===== src/rtl/bus_region_decoder.sv =====
// bus_region_decoder: registered 6809 bus-cycle engine. Decodes up to
// NUM_REGIONS address windows, stretches E via MRDY using per-region wait
// states ANDed with a peripheral ready, registers read data and drives a
// single data-bus output enable. Unmapped cycles are flagged and counted.
// Optional feature macro: BUS_TIMEOUT_EN adds a WAIT-state watchdog that
// forces completion after TIMEOUT clk cycles.
module bus_region_decoder #(
  parameter int unsigned NUM_REGIONS = 4,
  parameter int unsigned ADDR_W      = 16,
  parameter int unsigned DATA_W      = 8,
  parameter int unsigned WAIT_W      = 4,
  parameter logic [NUM_REGIONS*ADDR_W-1:0] REGION_BASE = {16'hF000, 16'hA000, 16'h1000, 16'h0000},
  parameter logic [NUM_REGIONS*ADDR_W-1:0] REGION_MASK = {16'hF000, 16'hE000, 16'h8000, 16'hF000},
  parameter logic [NUM_REGIONS*WAIT_W-1:0] REGION_WAIT = {4'd3, 4'd0, 4'd0, 4'd0},
  parameter int unsigned TIMEOUT     = 255
) (
  input  logic                          clk,
  input  logic                          reset,
  input  logic                          i_E,
  input  logic                          i_RW,
  input  logic [ADDR_W-1:0]             i_ADDRESS_BUS,
  input  logic [NUM_REGIONS*DATA_W-1:0] i_region_rdata,
  input  logic [NUM_REGIONS-1:0]        i_region_ready,
  output logic [NUM_REGIONS-1:0]        o_region_ce,
  output logic [DATA_W-1:0]             o_rd_data,
  output logic                          o_data_oe,
  output logic                          o_MRDY,
  output logic                          o_bus_err,
  output logic [7:0]                    o_err_count
);

  localparam int unsigned IDX_W = (NUM_REGIONS > 1) ? $clog2(NUM_REGIONS) : 1;

  typedef enum logic [1:0] {S_IDLE, S_WAIT, S_DONE} state_t;

  // Synchroniser stages
  logic              e_meta_q, e_sync_q, e_prev_q;
  logic              rw_meta_q, rw_sync_q;
  logic [ADDR_W-1:0] addr_meta_q, addr_sync_q;

  // Cycle state
  state_t                 state_q, state_d;
  logic [IDX_W-1:0]       region_q, region_d;
  logic                   rw_q, rw_d;
  logic [WAIT_W-1:0]      wcnt_q, wcnt_d;
  logic [NUM_REGIONS-1:0] ce_q, ce_d;
  logic [DATA_W-1:0]      rd_data_q, rd_data_d;
  logic                   data_oe_q, data_oe_d;
  logic                   mrdy_q, mrdy_d;
  logic                   bus_err_q, bus_err_d;
  logic [7:0]             err_cnt_q, err_cnt_d;

  // Combinational helpers
  logic                   e_rise_c;
  logic                   hit_c;
  logic [IDX_W-1:0]       hit_idx_c;
  logic [WAIT_W-1:0]      hit_wait_c;
  logic [NUM_REGIONS-1:0] hit_ce_c;
  logic [DATA_W-1:0]      sel_rdata_c;
  logic                   sel_ready_c;
  logic [7:0]             err_cnt_inc_c;

`ifdef BUS_TIMEOUT_EN
  localparam int unsigned TMO_W = (TIMEOUT > 1) ? $clog2(TIMEOUT + 1) : 1;
  logic [TMO_W-1:0] tmo_q, tmo_d;
`else
  logic unused_timeout;
  assign unused_timeout = (TIMEOUT == 0);
`endif

  // Two-flop synchronisers; E stages reset high so a cycle needs a real low-to-high E after reset
  always_ff @(posedge clk or posedge reset) begin
    if (reset) begin
      e_meta_q    <= 1'b1;
      e_sync_q    <= 1'b1;
      e_prev_q    <= 1'b1;
      rw_meta_q   <= 1'b0;
      rw_sync_q   <= 1'b0;
      addr_meta_q <= '0;
      addr_sync_q <= '0;
    end else begin
      e_meta_q    <= i_E;
      e_sync_q    <= e_meta_q;
      e_prev_q    <= e_sync_q;
      rw_meta_q   <= i_RW;
      rw_sync_q   <= rw_meta_q;
      addr_meta_q <= i_ADDRESS_BUS;
      addr_sync_q <= addr_meta_q;
    end
  end

  assign e_rise_c      = e_sync_q & ~e_prev_q;
  assign err_cnt_inc_c = (err_cnt_q == 8'hFF) ? err_cnt_q : err_cnt_q + 8'd1;
  assign hit_ce_c      = NUM_REGIONS'(1) << hit_idx_c;

  // Priority decode of the synced address: scanning downward lets the lowest index win
  always_comb begin
    hit_c      = 1'b0;
    hit_idx_c  = '0;
    hit_wait_c = '0;
    for (int k = int'(NUM_REGIONS) - 1; k >= 0; k--) begin
      if ((addr_sync_q & REGION_MASK[k*ADDR_W +: ADDR_W]) ==
          (REGION_BASE[k*ADDR_W +: ADDR_W] & REGION_MASK[k*ADDR_W +: ADDR_W])) begin
        hit_c      = 1'b1;
        hit_idx_c  = IDX_W'(k);
        hit_wait_c = REGION_WAIT[k*WAIT_W +: WAIT_W];
      end
    end
  end

  // Read-data and ready mux for the latched region
  always_comb begin
    sel_rdata_c = '0;
    sel_ready_c = 1'b0;
    for (int k = 0; k < int'(NUM_REGIONS); k++) begin
      if (region_q == IDX_W'(k)) begin
        sel_rdata_c = i_region_rdata[k*DATA_W +: DATA_W];
        sel_ready_c = i_region_ready[k];
      end
    end
  end

  // Next-state and registered-output logic for the bus cycle
  always_comb begin
    state_d   = state_q;
    region_d  = region_q;
    rw_d      = rw_q;
    wcnt_d    = wcnt_q;
    ce_d      = ce_q;
    rd_data_d = rd_data_q;
    bus_err_d = bus_err_q;
    err_cnt_d = err_cnt_q;
`ifdef BUS_TIMEOUT_EN
    tmo_d     = '0;
`endif
    case (state_q)
      S_IDLE: begin
        ce_d = '0;
        if (e_rise_c) begin
          rw_d = rw_sync_q;
          if (hit_c) begin
            state_d  = S_WAIT;
            region_d = hit_idx_c;
            wcnt_d   = hit_wait_c;
            ce_d     = hit_ce_c;
          end else begin
            state_d   = S_DONE;
            rd_data_d = '1;
            bus_err_d = 1'b1;
            err_cnt_d = err_cnt_inc_c;
          end
        end
      end
      S_WAIT: begin
        if (wcnt_q == '0 && sel_ready_c) begin
          state_d = S_DONE;
          if (rw_q) begin
            rd_data_d = sel_rdata_c;
          end
        end
`ifdef BUS_TIMEOUT_EN
        else if (tmo_q == TMO_W'(TIMEOUT - 1)) begin
          state_d   = S_DONE;
          rd_data_d = '1;
          bus_err_d = 1'b1;
          err_cnt_d = err_cnt_inc_c;
        end
`endif
        else begin
          if (wcnt_q != '0) begin
            wcnt_d = wcnt_q - WAIT_W'(1);
          end
`ifdef BUS_TIMEOUT_EN
          tmo_d = tmo_q + TMO_W'(1);
`endif
        end
      end
      S_DONE: begin
        if (!e_sync_q) begin
          state_d = S_IDLE;
          ce_d    = '0;
        end
      end
      default: state_d = S_IDLE;
    endcase
    mrdy_d    = (state_d != S_WAIT);
    data_oe_d = (state_d == S_DONE) && rw_d && e_sync_q;
  end

  // State and output registers
  always_ff @(posedge clk or posedge reset) begin
    if (reset) begin
      state_q   <= S_IDLE;
      region_q  <= '0;
      rw_q      <= 1'b0;
      wcnt_q    <= '0;
      ce_q      <= '0;
      rd_data_q <= '0;
      data_oe_q <= 1'b0;
      mrdy_q    <= 1'b1;
      bus_err_q <= 1'b0;
      err_cnt_q <= '0;
`ifdef BUS_TIMEOUT_EN
      tmo_q     <= '0;
`endif
    end else begin
      state_q   <= state_d;
      region_q  <= region_d;
      rw_q      <= rw_d;
      wcnt_q    <= wcnt_d;
      ce_q      <= ce_d;
      rd_data_q <= rd_data_d;
      data_oe_q <= data_oe_d;
      mrdy_q    <= mrdy_d;
      bus_err_q <= bus_err_d;
      err_cnt_q <= err_cnt_d;
`ifdef BUS_TIMEOUT_EN
      tmo_q     <= tmo_d;
`endif
    end
  end

  assign o_region_ce = ce_q;
  assign o_rd_data   = rd_data_q;
  assign o_data_oe   = data_oe_q;
  assign o_MRDY      = mrdy_q;
  assign o_bus_err   = bus_err_q;
  assign o_err_count = err_cnt_q;

endmodule


===== config.mk =====
export PLATFORM = sky130hd
export DESIGN_NAME = bus_region_decoder
export DESIGN_NICKNAME = d
export VERILOG_FILES = /design/src/rtl/bus_region_decoder.sv
export SDC_FILE = /design/constraint.sdc
export NUM_CORES = 1
export LEC_CHECK = 0
export BUFFER_PORTS_ARGS = -buffer_cell sky130_fd_sc_hd__buf_2
export CELL_PAD_IN_SITES_DETAIL_PLACEMENT = 0
export CELL_PAD_IN_SITES_GLOBAL_PLACEMENT = 1
export CORE_MARGIN = 4
export CORE_UTILIZATION = 37
export CTS_CLUSTER_SIZE = 40
export DETAILED_ROUTE_END_ITERATION = 16
export HOLD_SLACK_MARGIN = 0.12
export PLACE_DENSITY = 0.78
export SYNTH_ARGS = -nofsm -noshare
export SYNTH_HDL_FRONTEND = slang
export SYNTH_SLANG_ARGS = --single-unit

===== constraint.sdc =====
create_clock -name clk -period 3 [get_ports clk]
set_input_delay 0.45 -clock clk [delete_from_list [all_inputs] [get_ports clk]]
set_output_delay 0.45 -clock clk [all_outputs]
set_load 0.05 [all_outputs]

Yosys cells after proc, flatten, opt, wreduce, memory -nomap -nowiden --
Index checks and enable logic that the tools add are counted.
Operators by class: add/subtract/negate cells 2, eq/ne operators 18, shift-type cells 1, mux-type cells 41, bitwise gates (word level) 4, reduce and logical (&&, ||, !) cells 17
Operator list (number):
- 2-to-1 mux 8 bit | 8
- 2-to-1 mux 4 bit | 10
- logical NOT 16 bit | 2
- 2-to-1 mux 2 bit | 9
- inequality test 2 bit (second input constant) | 8
- one-hot mux 4 bit (2 select lines) | 2
- one-hot mux 8 bit (2 select lines) | 1
- 2-to-1 mux 1 bit | 10
- AND reduction 5 bit | 2
- adder 8 x 1 -> 8 bit (second input constant) | 1
- equality test 2 bit (second input constant) | 4
- equality test 8 bit (second input constant) | 1
- one-hot mux 2 bit (3 select lines) | 1
- AND reduction 3 bit | 2
- equality test 2 x 1 -> 1 bit (second input constant) | 2
- equality test 4 bit (second input constant) | 1
- logical NOT 2 bit | 2
- logical NOT 4 bit | 1
- AND reduction 4 bit | 1
- nonzero test 2 bit | 2
- nonzero test 4 bit | 1
- << shifter 1 x 2 -> 4 bit (first input constant) | 1
- subtractor 4 x 1 -> 4 bit (second input constant) | 1
- equality test 3 bit (second input constant) | 1
- 5 further kinds | 9
Word-level totals: flip-flop bits (word level) 69, input port bits 56, output and inout port bits 23, logic and storage cells 100

Logic depth before layout (Yosys ltp) --
depth in word-level cells 11, mapped depth 7, mapped depth without buffers 6

Worst setup path after synthesis --
No wires, ideal clock.
path kind register to register, from register state_q[0], to register err_cnt_q[1] (netlist: o_err_count[1]), library setup time 128 ps, data arrival time 2100 ps, required time 2872 ps, slack 773 ps, stages on the path, launching flop included 8, path buffers 3, path through dfrtp_1 -> buf_2 -> or4b_1 -> buf_2 -> a211o_4 -> buf_6 -> nor2_2 -> mux2_1
On the way: word-level cells in the longest chain between the ends 2
Ends and longest elaborated chain:
- start: declaration | line 42 | state_t state_q, state_d;
- start signal: assignment | line 207 | state_q <= state_d;
- logical NOT 2 bit | line 136 | case (state_q)
- AND reduction 4 bit (no line)
- end signal: assignment | line 216 | err_cnt_q <= err_cnt_d;
- end: declaration | line 51 | logic [7:0] err_cnt_q, err_cnt_d;
No other way between the ends. A chain may end at the register's enable or synchronous reset.

Worst setup path in the final report --
Ends and elaborated chain as after synthesis.

==> flow_metrics.env <==
export IMPL_run_status="completed"
export IMPL_worst_setup_path_end_kind="flop"
export IMPL_max_clock_path_buffers=2
export IMPL_layout_min_cycle_time_ns=2.30
export IMPL_number_of_buffers_added_for_setup_after_cts=0
export IMPL_rsz0062_at_grt="false"
export IMPL_top_level_ports=79
export IMPL_clk_pin_slew_ns=0.08
export IMPL_post_dp_cell_area_um2=2480
export IMPL_ys_seq_elements=45
export IMPL_hold_end="e_meta_q$_DFF_PP1_"
export IMPL_final_hold_violation_count=0
export IMPL_worst_hold_launch="i_E"
export IMPL_critical_path_max_stage_delay_ns=0.71
export IMPL_dieArea_um2=6850
export IMPL_postSynth_asyncResetShare_pct=100
export IMPL_drc_violation_count_after_routing=0
export IMPL_die_y_extent_um=82.8
export IMPL_initial_core_util_pct=39.2
export IMPL_hold_path_cell_count=1
export IMPL_finalSetupViolations=0
export IMPL_holdBufCountCts=0
export IMPL_number_of_global_route_vias_before_repair=1513
export IMPL_synth_seq_area_share_pct=54.7
export IMPL_rows=26
export IMPL_area_share_of_the_largest_cell_type_after_synthesis_pct=49.6
export IMPL_routed_len_inst_um=13.9
export IMPL_clock_network_fraction_of_design_power_pct=20.6
export IMPL_port_buffer_count=66
export IMPL_yosys_top_cells_area="dfrtp_1, mux4_2, dfstp_2"
export IMPL_critical_path_max_fanout=17
export IMPL_timing_critical_path_from="state_q[0]$_DFF_PP0_"
export IMPL_worst_path_dominant_cell_family="simple AND/OR/NAND/NOR gates"
export IMPL_post_drt_via_cell_ratio=5.00
export IMPL_setup_worst_path_class="flop to flop"
export IMPL_overflow=0
export IMPL_regArea_um2=1130
export IMPL_cpMaxStageDelayCell="or4b_1"
export IMPL_first_iter_violations=67
export IMPL_postCtsResizedCells=0
export IMPL_syn2layout_area_growth_pct=25.5
export IMPL_vias=1509
export IMPL_power_frac_comb_pct=40.3
export IMPL_place_gp_congestion=0.716
export IMPL_critPathRequiredTime_ns=3.18
export IMPL_clk_insertion_delay_late_ns=0.29
export IMPL_cp_bufs_invs=0
export IMPL_post_syn_instances=160
export IMPL_setup_tns_ns=0
export IMPL_numClockSinks=45
export IMPL_synth_top_area_cell="dfrtp_1"
export IMPL_synthMostInstantiatedCell="dfrtp_1"
export IMPL_seq_power_share_pct=39.1
export IMPL_rr_startpoint="state_q[0]$_DFF_PP0_"
export IMPL_worst_r2r_path_depth=4
export IMPL_synth_top_cells_by_count="dfrtp_1, nand2_1, nand2b_1"
export IMPL_total_number_of_nets_in_the_final_design=289
export IMPL_synthesized_area_per_cell_um2=12.9
export IMPL_tritoncts="built"
export IMPL_swShare_pct=38.1
export IMPL_yosysUniqueCellTypes=40
export IMPL_n_antenna_cell=0
export IMPL_ctsHtreeMaxLevel=2
export IMPL_synth_ff_type="dfrtp_1"
export IMPL_static_leakage_power_nw=1.18
export IMPL_timing_critical_path_arrival_ns=2.48
export IMPL_finalClockSkew_ns=0.00585
export IMPL_critical_path_reg2reg_endpoint="o_err_count[1]$_DFFE_PP0P_"
export IMPL_power_switching_mw=0.849
export IMPL_first_pass_iters=4
export IMPL_syn_cell_area_um2=2070
export IMPL_yosys_warnings=0
export IMPL_hold_worst_slack_ns=0.253
export IMPL_tritoncts_num_buffers=5
export IMPL_final_hpwl_dp_um=3230
export IMPL_antenna_found_initial=0
export IMPL_worst_slew_margin_rel_pct=31.9
export IMPL_core_um2=5270
export IMPL_die_width_um=82.8
export IMPL_pin_count_of_the_biggest_net_entering_global_routing=31
export IMPL_fin_area_um2=2590
export IMPL_multi_input_comb_area_um2=885
export IMPL_synth_nets=218
export IMPL_number_of_enable_flip_flop_cells_after_synthesis=0
export IMPL_startpoint_type="flop"
export IMPL_n_fill_cell=515
export IMPL_slew_violations=0
export IMPL_worst_slew_pin_slew_ns=1.01
export IMPL_grt_use_total_pct=13.3
export IMPL_maxCapViolCount=0
export IMPL_detail_route_wirelength_um=4190
export IMPL_timing_reg2reg_setup_slack_ns=0.70
export IMPL_min_delay_path_class="input pin to flop"
export IMPL_final_clock_period_utilization_by_the_worst_path_pct=76.6
export IMPL_path_cells="or4b_1, a211o_4, nor2_2, mux2_1"
export IMPL_worst_ir_drop_vdd_uv=453
export IMPL_highest_clock_rate_mhz=435
export IMPL_pwr_density_cell_nw_per_um2=859
export IMPL_first_pass_grt_wire_length_um=6920
export IMPL_cts_root_buf="clkbuf_8"
export IMPL_internal_power_mw=1.38
export IMPL_antenna_left=0
export IMPL_final_layout_size_suffix_gt1_share_pct=42.2
## worst register-to-register path, stage by stage (launching register included)
cell	delay, ns
dfrtp_1	0.47
or4b_1	0.71
a211o_4	0.47
nor2_2	0.21
mux2_1	0.33
## cell usage in the layout (no fill, tap or decap), drive strengths merged, types with 5 or more instances in the layout
| master | Yosys | routed |
|---|---|---|
| inv | 6 | 5 |
| clkbuf | 1 | 7 |
| dfrtp | 41 | 41 |
| nand2b | 12 | 12 |
| nor2 | 9 | 9 |
| nand3 | 5 | 5 |
| nand2 | 12 | 12 |
| mux2 | 12 | 12 |
| mux4 | 9 | 9 |
| xor2 | 6 | 6 |
| buf | 4 | 69 |
## per-layer routing
metal  up-vias  global-route usage [%]  routed length, um  part of all wire, %
met4         0                    3.43                 34                 0.81
met1       738                    17.9               1890                   45
met2        52                    21.0               1950                   47
li1        714                       -                  -                    -
met3         5                    3.90                320                  7.6
met5         -                       0                  0                    0
## worst max path at each step
stage	end	slack, ns	cells past startpoint
3_5_place_dp	o_err_count[1]$_DFFE_PP0P_	0.70	4
6_report	o_err_count[1]$_DFFE_PP0P_	0.70	4
4_1_cts	o_err_count[1]$_DFFE_PP0P_	0.68	4
5_1_grt	o_rd_data[6]$_DFFE_PP0P_	0.54	6
3_3_place_gp	o_err_count[1]$_DFFE_PP0P_	0.71	4
2_1_floorplan	o_err_count[1]$_DFFE_PP0P_	0.77	7
## state kept, by name, summed over array words and instances (netlist names)
register,count
o_bus_err,1
rw_meta_q,1
state_q,2
o_region_ce,4
o_rd_data,8
region_q,2
o_err_count,8
rw_q,1
addr_meta_q,4
e_sync_q,1
e_prev_q,1
wcnt_q,4
rw_sync_q,1
addr_sync_q,4
o_data_oe,1
o_MRDY,1
e_meta_q,1
## through the flow
step | setup slack, ns | utilization [%] | instances | power, mW
global route | 0.542 | 49.2 | 302 | 2.38
detailed placement | 0.704 | 47.0 | 294 | 1.80
finish | 0.701 | 49.2 | 302 | 2.23
global placement | 0.712 | 47.0 | 294 | 1.78
CTS | 0.681 | 49.2 | 302 | 2.26
floorplan | 0.773 | - | 160 | 1.58
## power by group through the flow
| stage | clock network, mW | logic (mW) | registers, mW |
|---|---|---|---|
| final | 0.459 | 0.897 | 0.873 |
| after floorplan | 0 | 0.495 | 1.08 |
| after global routing | 0.499 | 0.986 | 0.898 |
| after global placement | 0 | 0.900 | 0.885 |
| after CTS | 0.474 | 0.914 | 0.876 |
| after detailed placement | 0 | 0.913 | 0.884 |
## layout make-up
class / count / share of cell area [%]
timing repair buffer: 69 / 13.6
clock inverter: 1 / 1.16
inverter: 6 / 0.868
multi-input combinational: 104 / 34.1
clock buffer: 7 / 3.33
sequential: 45 / 43.6
tap: 70 / 3.38
## kinds of logic (layout without fill, tap and decap cells)
group                      count (synthesis)  after routing  share of synthesized area [%]
and+or+nand+nor                           54             54                           15.2
buffers and inverters                     11             83                           2.54
xor gates and xnor gates                   8              8                           3.39
adders and majority gates                  2              2                           1.21
DFF                                       45             45                           54.7
muxes                                     21             21                           16.3
AOI/OAI and AO/OA                         19             19                           6.65
Note: power is estimated with default switching activity, not from simulation.
